### src/rtl/alu_arbiter.sv
// Round-robin / fixed-priority arbiter sharing one ALU between two requesters.
// One op in flight; operands latched on accept, result and flags registered.
module alu_arbiter #(
    parameter int WIDTH       = 32,
    parameter bit ROUND_ROBIN = 1'b1
) (
    input  logic             clk,
    input  logic             rst,
    input  logic             r0_valid,
    output logic             r0_ready,
    input  logic [3:0]       r0_op,
    input  logic [WIDTH-1:0] r0_a,
    input  logic [WIDTH-1:0] r0_b,
    output logic             r0_rsp_valid,
    input  logic             r0_rsp_ready,
    output logic [WIDTH-1:0] r0_result,
    output logic [3:0]       r0_flags,
    input  logic             r1_valid,
    output logic             r1_ready,
    input  logic [3:0]       r1_op,
    input  logic [WIDTH-1:0] r1_a,
    input  logic [WIDTH-1:0] r1_b,
    output logic             r1_rsp_valid,
    input  logic             r1_rsp_ready,
    output logic [WIDTH-1:0] r1_result,
    output logic [3:0]       r1_flags,
    output logic [3:0]       alu_op,
    output logic [WIDTH-1:0] alu_src_a,
    output logic [WIDTH-1:0] alu_src_b,
    input  logic [WIDTH-1:0] alu_result,
    input  logic             alu_zero,
    input  logic             alu_overflow,
    input  logic             alu_negative,
    input  logic             alu_carry,
    output logic             busy
);

    typedef enum logic [1:0] {
        IDLE,
        EXEC,
        RESP
    } state_t;

    state_t           state;
    logic [3:0]       op_q;
    logic [WIDTH-1:0] a_q;
    logic [WIDTH-1:0] b_q;
    logic [WIDTH-1:0] res_q;
    logic [3:0]       flg_q;
    logic             owner_q;
    logic             last_q;
    logic             gnt;
    logic             idle;
    logic             accept;
    logic             rsp_fire;

    always_comb begin
        gnt = 1'b0;
        unique case (1'b1)
            r0_valid && r1_valid:  gnt = ROUND_ROBIN ? ~last_q : 1'b0;
            !r0_valid && r1_valid: gnt = 1'b1;
            default:               gnt = 1'b0;
        endcase
    end

    // No accept while reset is asserted, so a requester never sees a
    // handshake that the state machine is about to throw away.
    assign idle     = (state == IDLE);
    assign r0_ready = idle & ~rst & r0_valid & ~gnt;
    assign r1_ready = idle & ~rst & r1_valid & gnt;
    assign accept   = r0_ready | r1_ready;

    assign r0_rsp_valid = (state == RESP) & ~owner_q;
    assign r1_rsp_valid = (state == RESP) & owner_q;
    assign rsp_fire     = (r0_rsp_valid & r0_rsp_ready)
                        | (r1_rsp_valid & r1_rsp_ready);

    assign r0_result = res_q;
    assign r1_result = res_q;
    assign r0_flags  = flg_q;
    assign r1_flags  = flg_q;

    assign alu_op    = op_q;
    assign alu_src_a = a_q;
    assign alu_src_b = b_q;
    assign busy      = ~idle;

    always_ff @(posedge clk) begin
        if (rst) begin
            state   <= IDLE;
            op_q    <= '0;
            a_q     <= '0;
            b_q     <= '0;
            res_q   <= '0;
            flg_q   <= '0;
            owner_q <= 1'b0;
            last_q  <= 1'b1;
        end else begin
            unique case (state)
                IDLE: begin
                    if (accept) begin
                        op_q    <= gnt ? r1_op : r0_op;
                        a_q     <= gnt ? r1_a : r0_a;
                        b_q     <= gnt ? r1_b : r0_b;
                        owner_q <= gnt;
                        last_q  <= gnt;
                        state   <= EXEC;
                    end
                end
                EXEC: begin
                    res_q <= alu_result;
                    flg_q <= {alu_carry, alu_negative,
                              alu_overflow, alu_zero};
                    state <= RESP;
                end
                RESP: begin
                    if (rsp_fire) state <= IDLE;
                end
                default: state <= IDLE;
            endcase
        end
    end

endmodule

### config.mk
export PLATFORM = sky130hd
export DESIGN_NAME = alu_arbiter
export DESIGN_NICKNAME = d
export VERILOG_FILES = /design/src/rtl/alu_arbiter.sv
export SDC_FILE = /design/constraint.sdc
export NUM_CORES = 1
export LEC_CHECK = 0
export BUFFER_PORTS_ARGS = -buffer_cell sky130_fd_sc_hd__buf_4
export CORE_AREA = 2 2 126 128
export CTS_CLUSTER_DIAMETER = 120
export DETAILED_ROUTE_END_ITERATION = 10
export DIE_AREA = 0 0 128 130
export PLACE_DENSITY_LB_ADDON = 0.08
export SLEW_MARGIN = 20
export SYNTH_ARGS = -nofsm -noshare
export SYNTH_HDL_FRONTEND = slang
export SYNTH_SLANG_ARGS = --single-unit
### constraint.sdc
create_clock -name clk -period 2.31 [get_ports clk]
set_input_delay 0.3465 -clock clk [delete_from_list [all_inputs] [get_ports clk]]
set_output_delay 0.3465 -clock clk [all_outputs]
set_load 0.05 [all_outputs]
# Word level (Yosys, flattened, before mapping)
# Cells that the tools add are included.
# Widths: inputs -> output; s select.
[op_classes]
addsub = 0
mul = 0
div = 0
order_cmp = 0
n_eq_ne = 4
shift = 0
muxes = 7
bitwise_logic = 16
reduce_logical = 6
[op_table]
columns = ["cell", "n"]
rows = [
  ["$mux 32", 2],
  ["$and 1x1->1", 9],
  ["$pmux 2 s3", 1],
  ["$not 1->1", 5],
  ["$mux 2", 2],
  ["$mux 4", 1],
  ["$reduce_and 2->1", 2],
  ["$eq 2x1->1 const B", 1],
  ["$eq 2x2->1 const B", 1],
  ["$logic_and 1x1->1", 2],
  ["$logic_not 2->1", 1],
  ["$ne 2x1->1 const B", 1],
  ["$ne 2x2->1 const B", 1],
  ["$or 1x1->1", 2],
  ["$pmux 1 s2", 1],
  ["$logic_not 1->1", 1],
]
[totals]
reg_bits = 108
latchBits = 0
mem_bits_rw = 0
romBits = 0
input_bits = 178
output_inout_bits = 145
wordCells = 41
mem_count = 0

# Depth between registers and ports, before layout
# Gate-level depths: netlist of run 1.
[logic_depth]
ltp_word = 8
depth_mapped = 6
depth_no_buf = 4

# Worst setup path before layout of run 1
# Ideal clock, no wire load.
[synth_path]
path_type = "register -> output"
from = "register state[1]"
to = "output port r0_ready"
arrival_ns = 2.598
t_required_ns = 1.964
path_slack_ns = -0.634
stages_incl_launch_ff = 5
path_buffers = 1
cell_sequence = "dfxtp_1 -> nor2_2 -> inv_2 -> buf_2 -> nor4b_1"
[synth_via]
elab_chain_cells = 4
[synth_lines]
columns = ["item", "line", "rtl"]
rows = [
  ["from (decl)", "44", "state_t state;"],
  ["from (signal assigned)", "90", "state <= IDLE;"],
  ["from (signal assigned)", "107", "state <= EXEC;"],
  ["from (signal assigned)", "114", "state <= RESP;"],
  ["$logic_not 2->1", "68", "assign idle = (state == IDLE);"],
  ["$and 1x1->1 (3 in series)", "69", "assign r0_ready = idle & ~rst & r0_valid & ~gnt;"],
  ["to (decl)", "10", "output logic r0_ready,"],
]
# Every way passes these cells.

# Worst setup path in the final report of run 1
[layout_path]
from = "register state[1]"
to = "output port busy"
[layout_via]
elab_chain_cells = 2
[layout_lines]
columns = ["item", "line", "rtl"]
rows = [
  ["$logic_not 2->1", "68", ""],
  ["$not 1->1", "86", "assign busy = ~idle;"],
  ["to (decl)", "35", "output logic busy"],
]
# Every way passes these cells.

==> impl_metrics.ini, run 1 <==
[power_and_ir_drop]
power_frac_seq_pct = 36.1
combPwrFrac_pct = 35.9
p_per_area_mw_per_mm2 = 828
p_int_mw = 3.79
ir_drop_mv = 0.383
power_leakage_nw = 3.26
p_sw_share_pct = 37.6
p_clk_share_pct = 28.0
switchingPower_mw = 2.28

[yosys]
synthXorXnorAreaFrac_pct = 0
synthMuxAreaShare_pct = 0.210
ys_types = 25
netlist_area_sq_mm = 0.00476
synth_top_cell_by_area = dfxtp_1
synth_area_per_cell_sq_um = 7.82
synth.net_count = 787
ys_top_cells_by_area = dfxtp_1 (45%), nor3_1 (14%), a21oi_1 (11%), nor4_1 (8.9%), buf_4 (6.2%)
syn_inst = 609
synth_top_family_by_area = simple AND/OR/NAND/NOR gates
synthAdderAreaFrac_pct = 0
async_flop_share_pct = 0
yosysTopAreaCellShare_pct = 45.4
synth_seq_area_share_pct = 45.4
ys.flop_type = dfxtp_1
synth_warnings = 0
synth_edf_count = 0
yosys_register_bits = 108
yosys.area_share.simple_pct = 30.8
synth_compound_area_share_pct = 11.6

[clock_network]
cts_setup_buffers = 0
clk_latency_ns = 0.35
clock_sinks = 108
ctsResizeCount = 0
cts_root_buf = clkbuf_16
hold_buffers = 0
cts_made_buffers = 9
clk_pin_slew_worst_paths_ns = 0.07
htree_levels = 3
cts_buffer_depth = 2
cts_tree = done

[routing]
wl_per_cell_microns = 17.4
drc_errors = 0
drt_first_pass_iters = 4
antenna_left = 0
drt-initial-drc-count = 157
viasPerCell = 5.17
drt-total-wl_microns = 18300
num_vias = 5429

[status]
outcome = complete, no violations

[sta]
final.setup.tns_ns = 0
post-route-period-util_pct = 85.9
worst_clock_skew_ns = 0.00834
fin_crit_ns = 1.98
grt_setup_unrepaired = no
worst_slew_pin_slew_ns = 0.811
setup_slack_ns = 0.327
hold_ws_ns = 0.243
max_slew_margin_pct = 46.0
finalSetupViolations = 0
drv_slew = 0
fmax_mhz = 504
final_hold_viol_count = 0

[cells_and_area]
area_delta_synth_final_pct = 54.1
fillers = 1550
layout-drive-gt1-share_pct = 42.0
final_common_cell = buf_4
mostFrequentLayoutCells = buf_4 (334), nor3_1 (136), dfxtp_1 (108), a21oi_1 (105), nand2_1 (72)
layout.nets = 1032
diodes = 0
final_area_sq_mm = 0.00733

[placed_design]
io_buffers = 322
gp_congestion = 0.851
place_area_sq_mm = 0.00701
preCtsSetupSlack_ns = 0.532
dp_hpwl_microns = 12600

[global_route]
grt_pass1_wl_microns = 27000
grt_pass1_vias = 5248
antenna_found_initial = 0
grt_usage_pct = 20.6
globalRouteOverflowTotal = 0
grt_max_degree = 78

[worst_setup_path]
reg2reg_from = state[1]$_SDFFE_PP0P_
critPathBufInv = 3
critPathMaxStageDelay_ns = 0.47
r2r_slack_ns = 0.52
cp_slowest_cell = dfxtp_1
critPathTopFamily = buffers and inverters
crit_path_start = state[1]$_SDFFE_PP0P_
crit_end = busy
path_cells = nor2_4 > inv_2 > buf_4 > buf_4
cp.arrival_ns = 1.64
reg2reg_to = alu_src_b[27]$_SDFFE_PP0P_
reg2reg_depth = 4
crit_fanout = 32
worstSetupPathType = register to output port
critPathLaunchType = register
cp-end-kind = output port
required_ns = 1.96
path_depth = 4
path_common_cell = buf_4

[floorplan]
die_x_microns = 128
num_rows = 46
core_sq_mm = 0.0154
ios = 323
start_util_pct = 30.9
die_y_microns = 130
die_area_sq_mm = 0.0166

[run]
maxCapViolCount = 0

[min_path]
hold_class = input port to register
-- power by group through the flow --
stage	Sequential (mW)	Combinational [mW]	Clock [mW]
2_1_floorplan	2.88	0.802	0
3_3_place_gp	2.22	2.18	0
3_5_place_dp	2.23	2.20	0
4_1_cts	2.19	2.20	1.74
5_1_grt	2.22	2.30	1.81
6_report	2.19	2.18	1.70
-- worst min-delay path by stage --
stage	depth (start not counted)	from	slack, ns	to
2_1_floorplan	1	last_q$_SDFFE_PP1P_	0.48	last_q$_SDFFE_PP1P_
3_3_place_gp	2	r0_result[26]$_SDFFE_PP0N_	0.46	r0_result[26]$_SDFFE_PP0N_
3_5_place_dp	2	r0_result[30]$_SDFFE_PP0N_	0.47	r0_result[30]$_SDFFE_PP0N_
4_1_cts	3	alu_result[5]	0.23	r0_result[5]$_SDFFE_PP0N_
5_1_grt	3	alu_carry	0.24	r0_flags[3]$_SDFFE_PP0N_
6_report	3	alu_result[26]	0.24	r0_result[26]$_SDFFE_PP0N_
-- per-layer routing --
metal  track usage (%)  part of all wire, %
met1              23.3                   41
met2              36.9                   50
met3              5.33                  6.9
met4              8.86                  2.6
met5                 0                    0
-- cells in the mapped netlist (all sizes together), types with 2 or more instances --
library cell	count
buf	61
nor4	68
clkbuf	41
nor2	2
dfxtp	108
nor2b	2
nand2	72
a21oi	105
nor3	137
nor3b	2
-- through the flow --
stage	total power [mW]	utilization (%)	instances
6_report	6.07	47.6	1050
5_1_grt	6.33	47.6	1050
4_1_cts	6.13	47.6	1050
3_5_place_dp	4.43	45.4	1035
3_3_place_gp	4.40	45.4	1035
2_1_floorplan	3.68	-	609
-- worst register-to-register path: stages, from the launching register on --
cell	delay [ns]
dfxtp_1	0.38
nor2_4	0.15
buf_4	0.61
a21oi_1	0.20
nor4_1	0.33
-- final cells by class --
class                      count  area, sq um  area share (%)
clock buffer                  11          253            3.45
clock inverter                 4         72.6           0.989
inverter                       1         3.75          0.0512
multi-input combinational    398         2060            28.0
sequential                   108         2160            29.5
tap                          192          240            3.28
timing repair buffer         336         2550            34.7
-- logic make-up (layout without fill, tap and decap cells) --
group,count (synthesis),in the layout
buffers and inverters,103,352
muxes,1,1
DFF,108,108
and+or+nand+nor,289,289
AOI/OAI and AO/OA,108,108
-- flip-flops by register name (all words and copies together) (netlist names) --
name,count
alu_op,4
alu_src_b,32
owner_q,1
r0_flags,4
r0_result,32
last_q,1
alu_src_a,32
state,2
No activity file was read; power rests on OpenSTA's default activity.
==> run 2, diff against run 1 <==
Settings changed: CORE_AREA 2 2 126 128 to 2 2 127 129, DIE_AREA 0 0 128 130 to 0 0 129 131.
Clock period 2.31 ns to 2.2 ns, I/O delays scaled along.
==> impl_metrics.ini, run 2 (synthesis gave the netlist of run 1 again) <==
[worst_setup_path]
cp.arrival_ns = 1.54
r2r_slack_ns = 0.59
required_ns = 1.87
critPathLaunchType = register
cp-end-kind = output port
crit_fanout = 7
worstSetupPathType = register to output port

[clock_network]
cts_setup_buffers = 0
htree_levels = 3
clock_sinks = 108
ctsResizeCount = 0
hold_buffers = 0
cts_root_buf = clkbuf_16
clk_latency_ns = 0.35
cts_tree = done
cts_buffer_depth = 2
cts_made_buffers = 9
clk_pin_slew_worst_paths_ns = 0.07

[cells_and_area]
diodes = 0
layout-drive-gt1-share_pct = 42.0
area_delta_synth_final_pct = 54.7
final_common_cell = buf_4
fin_util_pct = 47.2
fillers = 1554
mostFrequentLayoutCells = buf_4 (333), nor3_1 (136), dfxtp_1 (108), a21oi_1 (105), nand2_1 (72)
layout.nets = 1032

[routing]
antenna_left = 0
wl_per_cell_microns = 17.3
num_vias = 5435
viasPerCell = 5.06
drt_first_pass_iters = 5
drt-total-wl_microns = 18600
drt-initial-drc-count = 179
drc_errors = 0

[sta]
grt_setup_unrepaired = no
final_hold_viol_count = 0
max_slew_margin_pct = 54.8
fin_crit_ns = 1.87
worst_clock_skew_ns = 0.00846
worst_slew_pin_slew_ns = 0.678
finalSetupViolations = 0
post-route-period-util_pct = 85.0
drv_slew = 0
fmax_mhz = 535

[global_route]
grt_usage_pct = 21.1
grt_pass1_vias = 5351
grt_pass1_wl_microns = 28000
grt_max_degree = 74
antenna_found_initial = 0
globalRouteOverflowTotal = 0

[floorplan]
num_rows = 46
start_util_pct = 30.5
ios = 323
die_y_microns = 131
core_sq_mm = 0.0156
die_area_sq_mm = 0.0169
die_x_microns = 129

[power_and_ir_drop]
power_leakage_nw = 3.26
p_total_mw = 6.30
ir_drop_mv = 0.396
p_per_area_mw_per_mm2 = 856

[placed_design]
io_buffers = 322
dp_hpwl_microns = 12900
gp_congestion = 0.780

[min_path]
hold_class = input port to register

[status]
outcome = complete, no violations

[run]
maxCapViolCount = 0
## run 2: final timing paths
path,to,start,cells past startpoint
setup / recovery,r0_ready,state[1]$_SDFFE_PP0P_,4
hold / removal,r0_result[16]$_SDFFE_PP0N_,alu_result[16],3
setup reg to reg,alu_src_b[0]$_SDFFE_PP0P_,state[1]$_SDFFE_PP0P_,4
hold reg to reg,r0_result[6]$_SDFFE_PP0N_,r0_result[6]$_SDFFE_PP0N_,2
## run 2: report_power, final
group	switching, mW	total (mW)	internal [mW]
Combinational	1.54	2.30	0.762
Sequential	0.135	2.30	2.17
Clock	0.756	1.70	0.949
## run 2: area by class of cell
class	instances	area [sq um]	area share, %
repair buffers	336	2560	34.8
flip-flops and latches	108	2160	29.4
multi-input cells	398	2060	27.9
well taps	216	270	3.67
clock buffers	11	253	3.43
clock inverters	5	58.8	0.799
inverters	1	3.75	0.0510
## run 2: critical path: stages (launching register included)
cell     delay, ns
dfxtp_1       0.38
nor2_4        0.15
inv_2         0.09
nor4b_2       0.30
buf_4         0.26
## run 2: routing by layer
layer / global-route usage (%) / vias up / wire length (microns)
met4: 8.18 / 0 / 482
met5: 0 / - / 0
li1: - / 2635 / -
met3: 5.58 / 29 / 1540
met2: 38.1 / 238 / 9260
met1: 23.9 / 2533 / 7350
## run 2: metrics by stage
stage               setup WS, ns  setup TNS, ns  hold slack [ns]  std cells  area [sq um]
finish                     0.329              0            0.227       1075          7360
global route               0.206              0            0.217       1075          7360
CTS                        0.308              0            0.210       1075          7360
detailed placement         0.343              0            0.467       1059          7050
global placement           0.487              0            0.459       1059          7050
floorplan                -0.0370        -0.0370            0.466        609          4770
